$ cat config.mk
export PLATFORM = sky130hd
export DESIGN_NAME = cram_loader
export DESIGN_NICKNAME = d
export VERILOG_FILES = /design/src/rtl/cram_loader_pkg.sv /design/src/rtl/cram_loader_packer.sv /design/src/rtl/cram_loader.sv
export SDC_FILE = /design/constraint.sdc
export NUM_CORES = 1
export LEC_CHECK = 0
export CORE_MARGIN = 3
export CORE_UTILIZATION = 35
export CTS_CLUSTER_SIZE = 16
export DETAILED_ROUTE_END_ITERATION = 8
export PLACE_DENSITY = 0.68
export SKIP_LAST_GASP = 1
export SLEW_MARGIN = 20
export SYNTH_ARGS = -nofsm -noshare
export SYNTH_HDL_FRONTEND = slang
export SYNTH_SLANG_ARGS = --single-unit
$ cat constraint.sdc
create_clock -name i_w_clk -period 3.02 [get_ports i_w_clk]
set_input_delay 0.604 -clock i_w_clk [delete_from_list [all_inputs] [get_ports i_w_clk]]
set_output_delay 0.604 -clock i_w_clk [all_outputs]
set_load 0.005 [all_outputs]
$ cat src/rtl/cram_loader_pkg.sv
// Shared definitions for the code-RAM loader: FSM encodings and byte/word geometry.
package cram_loader_pkg;

  localparam int BYTE_W = 8;

  typedef enum logic [2:0] {
    ST_IDLE    = 3'd0,
    ST_COLLECT = 3'd1,
    ST_WRITE   = 3'd2,
    ST_READ    = 3'd3,
    ST_CHECK   = 3'd4,
    ST_DONE    = 3'd5
  } state_e;

  function automatic int bytes_per_word(input int data_width);
    return data_width / BYTE_W;
  endfunction

endpackage

$ cat src/rtl/cram_loader_packer.sv
// Byte-to-word packer: shifts bytes in MSB-first and flags the byte that completes a word.
module cram_loader_packer
  import cram_loader_pkg::*;
#(
  parameter int p_data_width = 16
) (
  input  logic                    i_clk,
  input  logic                    i_reset,
  input  logic                    i_clear,
  input  logic                    i_accept,
  input  logic [BYTE_W-1:0]       i_byte,
  output logic                    o_word_valid,
  output logic [p_data_width-1:0] o_word
);

  localparam int BPW   = bytes_per_word(p_data_width);
  localparam int CNT_W = $clog2(BPW + 1);
  localparam logic [CNT_W-1:0] LAST = CNT_W'(BPW - 1);

  logic [p_data_width-1:0] shift_q, shift_d;
  logic [CNT_W-1:0]        cnt_q, cnt_d;

  // The completed word includes the byte being accepted this cycle.
  assign o_word       = (shift_q << BYTE_W) | p_data_width'(i_byte);
  assign o_word_valid = i_accept && (cnt_q == LAST);

  always_comb begin
    shift_d = shift_q;
    cnt_d   = cnt_q;
    if (i_clear) begin
      shift_d = '0;
      cnt_d   = '0;
    end else if (i_accept) begin
      shift_d = o_word;
      cnt_d   = (cnt_q == LAST) ? '0 : cnt_q + CNT_W'(1);
    end
  end

  always_ff @(posedge i_clk or posedge i_reset) begin
    if (i_reset) begin
      shift_q <= '0;
      cnt_q   <= '0;
    end else begin
      shift_q <= shift_d;
      cnt_q   <= cnt_d;
    end
  end

endmodule

$ cat src/rtl/cram_loader.sv
// Code-RAM loader: packs a byte stream into words and writes them from a base address.
// Optional write-then-readback verification is enabled with CRAM_LOADER_VERIFY_EN.
module cram_loader
  import cram_loader_pkg::*;
#(
  parameter int p_data_width    = 16,
  parameter int p_address_width = 10
) (
  input  logic                       i_w_clk,
  input  logic                       i_w_reset,
  input  logic                       i_w_start,
  input  logic [p_address_width-1:0] i_w_base_address,
  input  logic [p_address_width:0]   i_w_length,
  input  logic [BYTE_W-1:0]          i_w_byte,
  input  logic                       i_w_byte_valid,
  output logic                       o_r_byte_ready,
  output logic [p_data_width-1:0]    o_r_mem_in,
  output logic [p_address_width-1:0] o_r_mem_address,
  output logic                       o_r_mem_we,
  output logic                       o_r_mem_oe,
  input  logic [p_data_width-1:0]    i_w_mem_out,
  output logic                       o_r_busy,
  output logic                       o_r_done,
  output logic                       o_r_error
);

  localparam int AW = p_address_width;

  state_e                  state_q, state_d;
  logic [AW-1:0]           base_q, base_d;
  logic [AW:0]             length_q, length_d;
  logic [AW:0]             index_q, index_d;
  logic [AW-1:0]           mem_address_q, mem_address_d;
  logic [p_data_width-1:0] mem_in_q, mem_in_d;

  logic                    start_accept;
  logic                    byte_accept;
  logic                    word_valid;
  logic [p_data_width-1:0] word;
  logic [AW:0]             index_inc;
  logic                    last_word;

  assign byte_accept = (state_q == ST_COLLECT) && i_w_byte_valid;
  assign index_inc   = index_q + (AW + 1)'(1);
  assign last_word   = (index_inc == length_q);

  cram_loader_packer #(
    .p_data_width(p_data_width)
  ) u_packer (
    .i_clk       (i_w_clk),
    .i_reset     (i_w_reset),
    .i_clear     (start_accept),
    .i_accept    (byte_accept),
    .i_byte      (i_w_byte),
    .o_word_valid(word_valid),
    .o_word      (word)
  );

`ifdef CRAM_LOADER_VERIFY_EN
  logic error_q, error_d;
`endif

  always_comb begin
    state_d       = state_q;
    base_d        = base_q;
    length_d      = length_q;
    index_d       = index_q;
    mem_address_d = mem_address_q;
    mem_in_d      = mem_in_q;
    start_accept  = 1'b0;
`ifdef CRAM_LOADER_VERIFY_EN
    error_d       = error_q;
`endif
    case (state_q)
      ST_IDLE: begin
        if (i_w_start) begin
          start_accept = 1'b1;
          base_d       = i_w_base_address;
          length_d     = i_w_length;
          index_d      = '0;
`ifdef CRAM_LOADER_VERIFY_EN
          error_d      = 1'b0;
`endif
          state_d      = (i_w_length == '0) ? ST_DONE : ST_COLLECT;
        end
      end
      ST_COLLECT: begin
        // Address and data are captured here so they are stable for the whole WRITE cycle.
        if (word_valid) begin
          mem_in_d      = word;
          mem_address_d = base_q + index_q[AW-1:0];
          state_d       = ST_WRITE;
        end
      end
`ifdef CRAM_LOADER_VERIFY_EN
      ST_WRITE: state_d = ST_READ;
      ST_READ:  state_d = ST_CHECK;
      ST_CHECK: begin
        if (i_w_mem_out != mem_in_q) error_d = 1'b1;
        index_d = index_inc;
        state_d = last_word ? ST_DONE : ST_COLLECT;
      end
`else
      ST_WRITE: begin
        index_d = index_inc;
        state_d = last_word ? ST_DONE : ST_COLLECT;
      end
`endif
      ST_DONE: state_d = ST_IDLE;
      default: state_d = ST_IDLE;
    endcase
  end

  always_ff @(posedge i_w_clk or posedge i_w_reset) begin
    if (i_w_reset) begin
      state_q       <= ST_IDLE;
      base_q        <= '0;
      length_q      <= '0;
      index_q       <= '0;
      mem_address_q <= '0;
      mem_in_q      <= '0;
    end else begin
      state_q       <= state_d;
      base_q        <= base_d;
      length_q      <= length_d;
      index_q       <= index_d;
      mem_address_q <= mem_address_d;
      mem_in_q      <= mem_in_d;
    end
  end

`ifdef CRAM_LOADER_VERIFY_EN
  always_ff @(posedge i_w_clk or posedge i_w_reset) begin
    if (i_w_reset) error_q <= 1'b0;
    else           error_q <= error_d;
  end

  assign o_r_mem_oe = (state_q == ST_READ);
  assign o_r_error  = error_q;
`else
  logic unused_mem_out;
  assign unused_mem_out = ^i_w_mem_out;
  assign o_r_mem_oe     = 1'b0;
  assign o_r_error      = 1'b0;
`endif

  assign o_r_byte_ready  = (state_q == ST_COLLECT);
  assign o_r_mem_we      = (state_q == ST_WRITE);
  assign o_r_busy        = (state_q != ST_IDLE);
  assign o_r_done        = (state_q == ST_DONE);
  assign o_r_mem_in      = mem_in_q;
  assign o_r_mem_address = mem_address_q;

endmodule

* Word-level counts from Yosys, hierarchy flattened
Index checks and enable logic that the tools add are counted.
Operators by class: $add $sub $neg 3, multiply operators 0, div/mod/pow operators 0, order comparisons 0, equality and inequality tests 7, shifts and indexed selects 0, muxes and demuxes 14, bitwise gates (word level) 1, reduce and logical (&&, ||, !) cells 11
Operator list (number):
- 11-bit one-hot mux with 2 select lines | 1
- 8-bit two-way mux | 2
- 16-bit by 8-bit OR with 16-bit output | 1
- 3-bit two-way mux | 4
- 11-bit by 1-bit adder with 11-bit output, second input constant | 1
- 11-bit equality test | 1
- 11-bit logical NOT | 1
- 11-bit two-way mux | 1
- 10-bit adder | 1
- 3-bit one-hot mux with 3 select lines | 1
- 2-bit AND reduction | 4
- 2-bit two-way mux | 3
- 2-bit nonzero test | 2
- 3-bit by 1-bit equality test with 1-bit output, second input constant | 1
- 3-bit by 2-bit equality test with 1-bit output, second input constant | 1
- 3-bit equality test, second input constant | 1
- 3-bit logical NOT | 1
- 3-bit nonzero test | 1
- 2-bit by 1-bit adder with 2-bit output, second input constant | 1
- 2-bit by 1-bit equality test with 1-bit output, second input constant | 1
- 1-bit logical AND | 2
- 1-bit two-way mux | 2
- 2-bit by 1-bit inequality test with 1-bit output, second input constant | 1
- 2-bit inequality test, second input constant | 1
Word-level totals: register bits after elaboration 71, latch bits 0, memory bits (writable) 0, memory bits (read-only) 0, bits of input ports 49, output and inout port bits 32, word-level logic and storage cells 44, memories kept 0

* Longest topological paths before layout
Gate-level depths: netlist of the first run.
depth after elaboration 5, gate-level depth with buffers 9, mapped depth without buffers 9

* Modules after synthesis
Synthesis of the first run repeated with hierarchy kept, for this count alone.
Unflattened totals: cell total of the unflattened synthesis 360, area, all modules 3673.5 um^2
By module, submodules not included:
- cram_loader | instances 1, cells each 318, area each 3204.3 um^2, sequential area each 1526.5 um^2
- cram_loader_packer | instances 1, cells each 42, area each 469.2 um^2, sequential area each 250.2 um^2

* Worst setup path after synthesis of the first run
OpenSTA, ideal clock, no wires.
kind reg-to-reg, from register index_q[0], to register mem_address_q[8], in the netlist o_r_mem_address[8], library setup time 69 ps, data arrival time 2093 ps, required time 2951 ps, setup slack 858 ps, cell stages (with the launch flop) 10, buffers on the path 0, clock period less this slack 2162 ps, cell sequence dfrtp_1 -> ha_1 -> inv_1 -> fa_1 -> nor2b_1 -> o21ai_0 -> a21boi_0 -> o211ai_1 -> a2111oi_0 -> nand3b_1
On the way: word-level cells in the longest chain between the ends 1
Ends and longest elaborated chain:
- start: declaration | line cram_loader.sv:32 | logic [AW:0] index_q, index_d;
- start signal: assignment | line cram_loader.sv:126 | index_q <= index_d;
- 10-bit adder | line cram_loader.sv:91 | mem_address_d = base_q + index_q[AW-1:0];
- end signal: assignment | line cram_loader.sv:127 | mem_address_q <= mem_address_d;
- end: declaration | line cram_loader.sv:33 | logic [AW-1:0] mem_address_q, mem_address_d;
Every way passes these cells. A chain may end at the register's enable or synchronous reset.

* Worst setup path after layout of the first run
from register state_q[2], to output port o_r_mem_we
On the way: word-level cells in the longest chain between the ends 1
Ends and longest elaborated chain:
- start: declaration | line cram_loader.sv:29 | state_e state_q, state_d;
- start signal: assignment | line cram_loader.sv:123 | state_q <= state_d;
- 3-bit by 2-bit equality test with 1-bit output | line cram_loader.sv:148 | assign o_r_mem_we = (state_q == ST_WRITE);
- end: declaration | line cram_loader.sv:19 | output logic o_r_mem_we,
Every way passes these cells.

==> run_results.csv, run 1 <==
group,metric,value,unit
drt,route.met2.wl,3.72,mm
status,status,"finished clean",
setup_path,max_stage_delay,0.53,ns
power_and_ir_drop,p_leak,1.98,nW
clock_tree,worstSkewPairLatency,0.35,ns
finish,finalNonFillerCells,559,
yosys,syn_inst,362,
setup_path,crit_required,2.42,ns
place,place_ws,0.185,ns
finish,final_common_cell,"nand2_1",
place,finalWeightedCongestion,0.809,
setup_path,reg2reg_slack,0.44,ns
drt,drc,0,
setup_path,ff2ff_path_depth,9,
floorplanning,rows,36,
drt,via_per_inst,5.09,
global_route,antenna_found_initial,0,
place,placed_cells_incl_taps,544,
yosys,synth.distinct_cells,55,
sta,min_period_over_period,93.2,%
drt,met3_length,358,microns
worst_hold_path,hp-class,"register to register",
finish,finish.utilization,45.9,%
floorplanning,die_w,108,microns
clock_tree,tritoncts,"yes",
yosys,ys_ff_latch,71,
floorplanning,io_pins,81,
yosys,ys_warn_count,0,
clock_tree,clkSinkCount,71,
global_route,grt_pass1_wl,13.7,mm
drt,wire_per_inst,14.3,microns
floorplanning,initial_core_util,36.5,%
sta,fmax,355,MHz
drt,dr.max_layer_used,"met4",
sta,layout_setup_ws,0.207,ns
sta,hold_viol_final,0,
place,port_buffers,62,
clock_tree,clockRootBuffer,"clkbuf_8",
sta,finalSetupViolCount,0,
clock_tree,h-tree-depth,3,
yosys,synthTopCellsByArea,"dfrtp_1, nand2_1, mux2_2",
clock_tree,ctsHoldBuffers,0,
setup_path,worst-path-buf-inv,2,
setup_path,reg2reg_from,"index_q[0]",
setup_path,path_depth,4,
finish,nets,482,
finish,final_cell_mix,"nand2_1, dfrtp_1, clkdlybuf4s50_1, o21ai_0, mux2_2",
sta,slew_headroom,52.7,%
yosys,synth_area,3620,sq um
run,drv_cap,0,
setup_path,cp-start-kind,"register",
finish,ff_latch_area,1780,sq um
setup_path,endpoint,"o_r_mem_we",
drt,drtPass1Iterations,4,
setup_path,worstPathCellList,"nor2_1, nand2_1, clkinvlp_4, clkdlybuf4s50_1",
drt,drt.antenna.violating_nets,0,
sta,grt_setup_unrepaired,"no",
drt,vias,2846,
sta,finalSetupTns,0,ns
global_route,overflow,0,
yosys,ys_seq_area_share,49.1,%
finish,drive_above_1_share,12.2,%
setup_path,critPathKind,"register to output pin",
floorplanning,design.core.area,9910,sq um
finish,syn_to_final_growth,25.9,%
finish,diodes,0,
drt,wirelength_met1,3.75,mm
floorplanning,die-area,11600,sq um
yosys,synth_top_flop_cell,"dfrtp_1",
global_route,grt_pass1_vias,2787,
power_and_ir_drop,p_per_area,831,nW/um^2
setup_path,crit_arrival,2.21,ns
setup_path,crit_slowest_cell,"clkdlybuf4s50_1",
yosys,netlist.top_cell.by_area,"dfrtp_1",
finish,fillers,955,
yosys,synth_area_per_cell,9.99,sq um
yosys,synth_edf_count,0,
clock_tree,clockBufferDepth,2,
clock_tree,cts_made_buffers,9,
finish,multi_input_area,1690,sq um
global_route,track_usage,14.8,%
setup_path,critPathLaunch,"state_q[2]",
clock_tree,clk_pin_slew_worst_paths,0.08,ns
setup_path,critPathTopFamily,"buffers and inverters",
drt,first_iter_violations,157,
sta,drv_slew,0,
yosys,synth_top_area_share,49.1,%
yosys,async_flop_share,100,%
sta,min_period,2.81,ns
floorplanning,die_y,108,microns
sta,worst_pin_slew,0.706,ns
place,dp_hpwl,5.91,mm
setup_path,worstPathMaxFanout,12,
sta,clock_skew,0.0110,ns
setup_path,cp-end-kind,"output pin",
setup_path,r2r-end,"o_r_mem_address[8]",
worst_hold_path,hold_depth,2,
global_route,grt_max_degree,40,
power_and_ir_drop,ir_drop,324,uV
drt,wirelength,7.98,mm
[worst min-delay path by stage]
| stage | from | endpoint |
|---|---|---|
| floorplan | u_packer.shift_q[2] | o_r_mem_in[10] |
| global placement | u_packer.shift_q[0] | o_r_mem_in[8] |
| detailed placement | o_r_mem_in[13] | o_r_mem_in[13] |
| CTS | o_r_mem_in[13] | o_r_mem_in[13] |
| global route | o_r_mem_in[8] | o_r_mem_in[8] |
| finish | o_r_mem_address[6] | o_r_mem_address[6] |
[sequential cells by signal, indices dropped and copies added, names as in the netlist]
name              cells
base_q               10
index_q              11
length_q             11
o_r_mem_address      10
o_r_mem_in           16
state_q               3
u_packer.cnt_q        2
u_packer.shift_q      8
[timing repair]
item | in CTS | in global routing
setup buffers | 0 | 0
setup endpoints to repair | 0 | 1
resized for setup | 0 | 1
[kinds of logic after synthesis]
group	count (synthesis)	synth area share [%]
other	1	0.104
muxes	20	6.19
and+or+nand+nor	131	17.5
adders and majority gates	11	4.01
AOI/OAI and AO/OA	71	13.0
xor gates and xnor gates	23	5.57
DFF	71	49.1
buffers and inverters	34	4.46
[worst register-to-register path, stage by stage (launching register included)]
cell,delay (ns)
dfrtp_1,0.56
ha_1,0.24
inv_1,0.06
fa_1,0.40
nor2b_1,0.12
o21ai_0,0.10
a21boi_0,0.35
o211ai_1,0.16
a2111oi_0,0.38
nand3b_1,0.16
[area by class of cell]
cell class	instances	share of cell area (%)
sequential	71	39.0
multi-input combinational	258	37.1
timing repair buffer	69	14.8
tap	133	3.65
clock buffer	10	3.02
clock inverter	5	1.29
inverter	13	1.15
[synthesized netlist by cell type, drive strengths merged, types with 2 or more instances]
cell	n
o21ai	28
o31ai	4
nor3b	3
o21a	2
ha	10
nand3	7
inv	13
a21oi	8
buf	15
a2111oi	2
nand2	74
a22o	9
and3	3
nor3	7
nand4	9
xnor2	17
xor2	6
dfrtp	71
a21o	3
clkbuf	6
mux2	19
nor2	16
and3b	2
nor4	2
a31oi	4
[where the power goes]
group,switching (mW),internal (mW)
combinational,0.628,0.804
clock,0.372,0.399
sequential,0.260,1.32
total,1.26,2.52
[per-layer routing]
layer	GRT usage, %	up-vias
met2	23.4	74
met1	20.5	1380
met3	2.16	12
li1	-	1380
met4	6.22	0
met5	0	-
[stage by stage]
stage               instance area, sq um  total power [mW]  hold WS (ns)
floorplan                           3620              2.42         0.440
global placement                    4350              2.99         0.451
detailed placement                  4350              3.05         0.462
CTS                                 4540              3.83         0.482
global route                        4550              4.07         0.505
finish                              4550              3.79         0.480
Power figures use the tool's default switching activity.
==> run 2, diff against run 1 <==
- CAP_MARGIN: not set -> 20
- GPL_TIMING_DRIVEN: not set -> 0
- clock period: 3.02 -> 2.7 ns (I/O delays scaled with it)
==> run 2 against run 1 <==
- clock power increased by 15%
- count of clock-buffer cells in the layout increased by 2
- critical path depth unchanged
- via count decreased by 0.77%
- first-iteration DRC count decreased by 11%
- critical path type unchanged
- largest power group unchanged
- highest routed layer unchanged
==> run_results.csv, run 2 (same netlist as run 1, synthesis figures left out) <==
group,metric,value,unit
clock_tree,tritoncts,"yes",
power_and_ir_drop,p_leak,2.05,nW
global_route,grt.busiest_layer,"met2",
run,drv_cap,0,
sta,grt_setup_unrepaired,"no",
sta,clock_skew,0.0136,ns
power_and_ir_drop,ir_drop,318,uV
global_route,use_met3,3.00,%
sta,slew_headroom,61.3,%
finish,diodes,0,
setup_path,reg2reg_from,"index_q[0]",
sta,fin_hold_ws,0.478,ns
place,port_buffers,62,
global_route,grt_use_met1,20.3,%
global_route,grt_util_met2,24.3,%
power_and_ir_drop,p_per_area,923,nW/um^2
drt,via_per_inst,4.92,
worst_hold_path,hp-class,"register to register",
floorplanning,die-area,11600,sq um
sta,finalSetupViolCount,0,
power_and_ir_drop,p_total,4.28,mW
drt,wirelength,8.30,mm
drt,drt.antenna.violating_nets,0,
setup_path,r2r-end,"o_r_mem_address[8]",
finish,final_common_cell,"nand2_1",
floorplanning,io_pins,81,
global_route,grt_pass1_wl,13.9,mm
floorplanning,rows,36,
finish,fillers,944,
finish,finish.utilization,46.9,%
finish,nets,496,
sta,drv_slew,0,
setup_path,critPathLaunch,"state_q[2]",
setup_path,ff2ff_path_depth,9,
setup_path,crit_required,2.16,ns
clock_tree,worstSkewPairLatency,0.34,ns
sta,min_period,2.50,ns
drt,drtPass1Iterations,4,
clock_tree,clockBufferDepth,2,
place,dp_hpwl,6.34,mm
drt,wire_per_inst,14.5,microns
global_route,overflow,0,
sta,min_period_over_period,92.7,%
setup_path,endpoint,"o_r_mem_we",
clock_tree,h-tree-depth,3,
sta,fmax,399,MHz
sta,hold_viol_final,0,
global_route,track_usage,15.2,%
setup_path,cp-end-kind,"output pin",
sta,worst_pin_slew,0.578,ns
drt,drc,0,
setup_path,cp-start-kind,"register",
clock_tree,clk_pin_slew_worst_paths,0.08,ns
status,status,"finished clean",
finish,multi_input_area,1680,sq um
clock_tree,postCtsSetupBuffers,0,
setup_path,reg2reg_slack,0.32,ns
floorplanning,design.core.area,9910,sq um
finish,ff_latch_area,1780,sq um
finish,drive_above_1_share,13.4,%
setup_path,worstPathMaxFanout,11,
setup_path,crit_arrival,1.96,ns
place,finalWeightedCongestion,0.845,
floorplanning,die_w,108,microns
floorplanning,initial_core_util,36.5,%
sta,finalSetupTns,0,ns
global_route,grt_pass1_vias,2835,
finish,design_area,4640,sq um
clock_tree,clkSinkCount,71,
drt,first_iter_violations,140,
floorplanning,die_y,108,microns
place,post_dp_cell_area,4440,sq um
drt,vias,2824,
finish,syn_to_final_growth,28.4,%
finish,final_cell_mix,"nand2_1, dfrtp_1, clkdlybuf4s50_1, o21ai_0, mux2_2",
clock_tree,clockRootBuffer,"clkbuf_8",
finish,largest_reg_flops,16,
setup_path,critPathKind,"register to output pin",
global_route,antenna_found_initial,0,
clock_tree,cts_made_buffers,9,
global_route,grt_max_degree,51,
## run 2: worst max-delay path, cell delays in order, from the launching register on
cell and delay (ns):
dfrtp_1 0.46, nor2_1 0.16, nand2_1 0.12, inv_1 0.31, clkdlybuf4s50_1 0.58
## run 2: through the flow
step	setup WS [ns]	std cells
after floorplan	0.363	363
after global routing	0.0303	574
after global placement	-0.789	558
after CTS	0.175	574
after detailed placement	0.238	559
final	0.196	574
## run 2: where the power goes
| group | leakage (nW) | internal (mW) | switching [mW] | total (mW) |
|---|---|---|---|---|
| sequential | 0.898 | 1.48 | 0.287 | 1.77 |
| clock | 0.107 | 0.481 | 0.406 | 0.887 |
| combinational | 1.05 | 0.902 | 0.729 | 1.63 |
## run 2: area by class of cell
class | count | area share (%)
plain buffers | 20 | 2.34
clock buffers | 12 | 3.34
clock inverters | 4 | 1.13
inverters | 13 | 1.10
multi-input cells | 258 | 36.2
flip-flops and latches | 71 | 38.3
well taps | 133 | 3.58
repair buffers | 63 | 14.0
## run 2: worst min-delay path by stage
stage / from / end / slack [ns] / cells past startpoint
after floorplan: u_packer.shift_q[2] / o_r_mem_in[10] / 0.44 / 2
after global placement: u_packer.shift_q[0] / o_r_mem_in[8] / 0.45 / 2
after detailed placement: u_packer.shift_q[1] / o_r_mem_in[9] / 0.46 / 2
after CTS: u_packer.shift_q[1] / o_r_mem_in[9] / 0.48 / 2
after global routing: o_r_mem_in[3] / o_r_mem_in[3] / 0.51 / 2
final: u_packer.shift_q[0] / o_r_mem_in[8] / 0.48 / 2
## run 2: per-layer routing
| layer | wire length (microns) | vias up | part of all wire (%) |
|---|---|---|---|
| met5 | 0 | - | 0 |
| met4 | 82 | 0 | 0.99 |
| met3 | 361 | 6 | 4.3 |
| met2 | 3950 | 57 | 48 |
| met1 | 3910 | 1353 | 47 |
| li1 | - | 1408 | - |
## run 2: timing repair
| action | in CTS | in global routing |
|---|---|---|
| resized for setup | 0 | 1 |
| hold buffers | 0 | 0 |
| cloned | 0 | 0 |
| endpoints found under the setup margin | 1 | 1 |
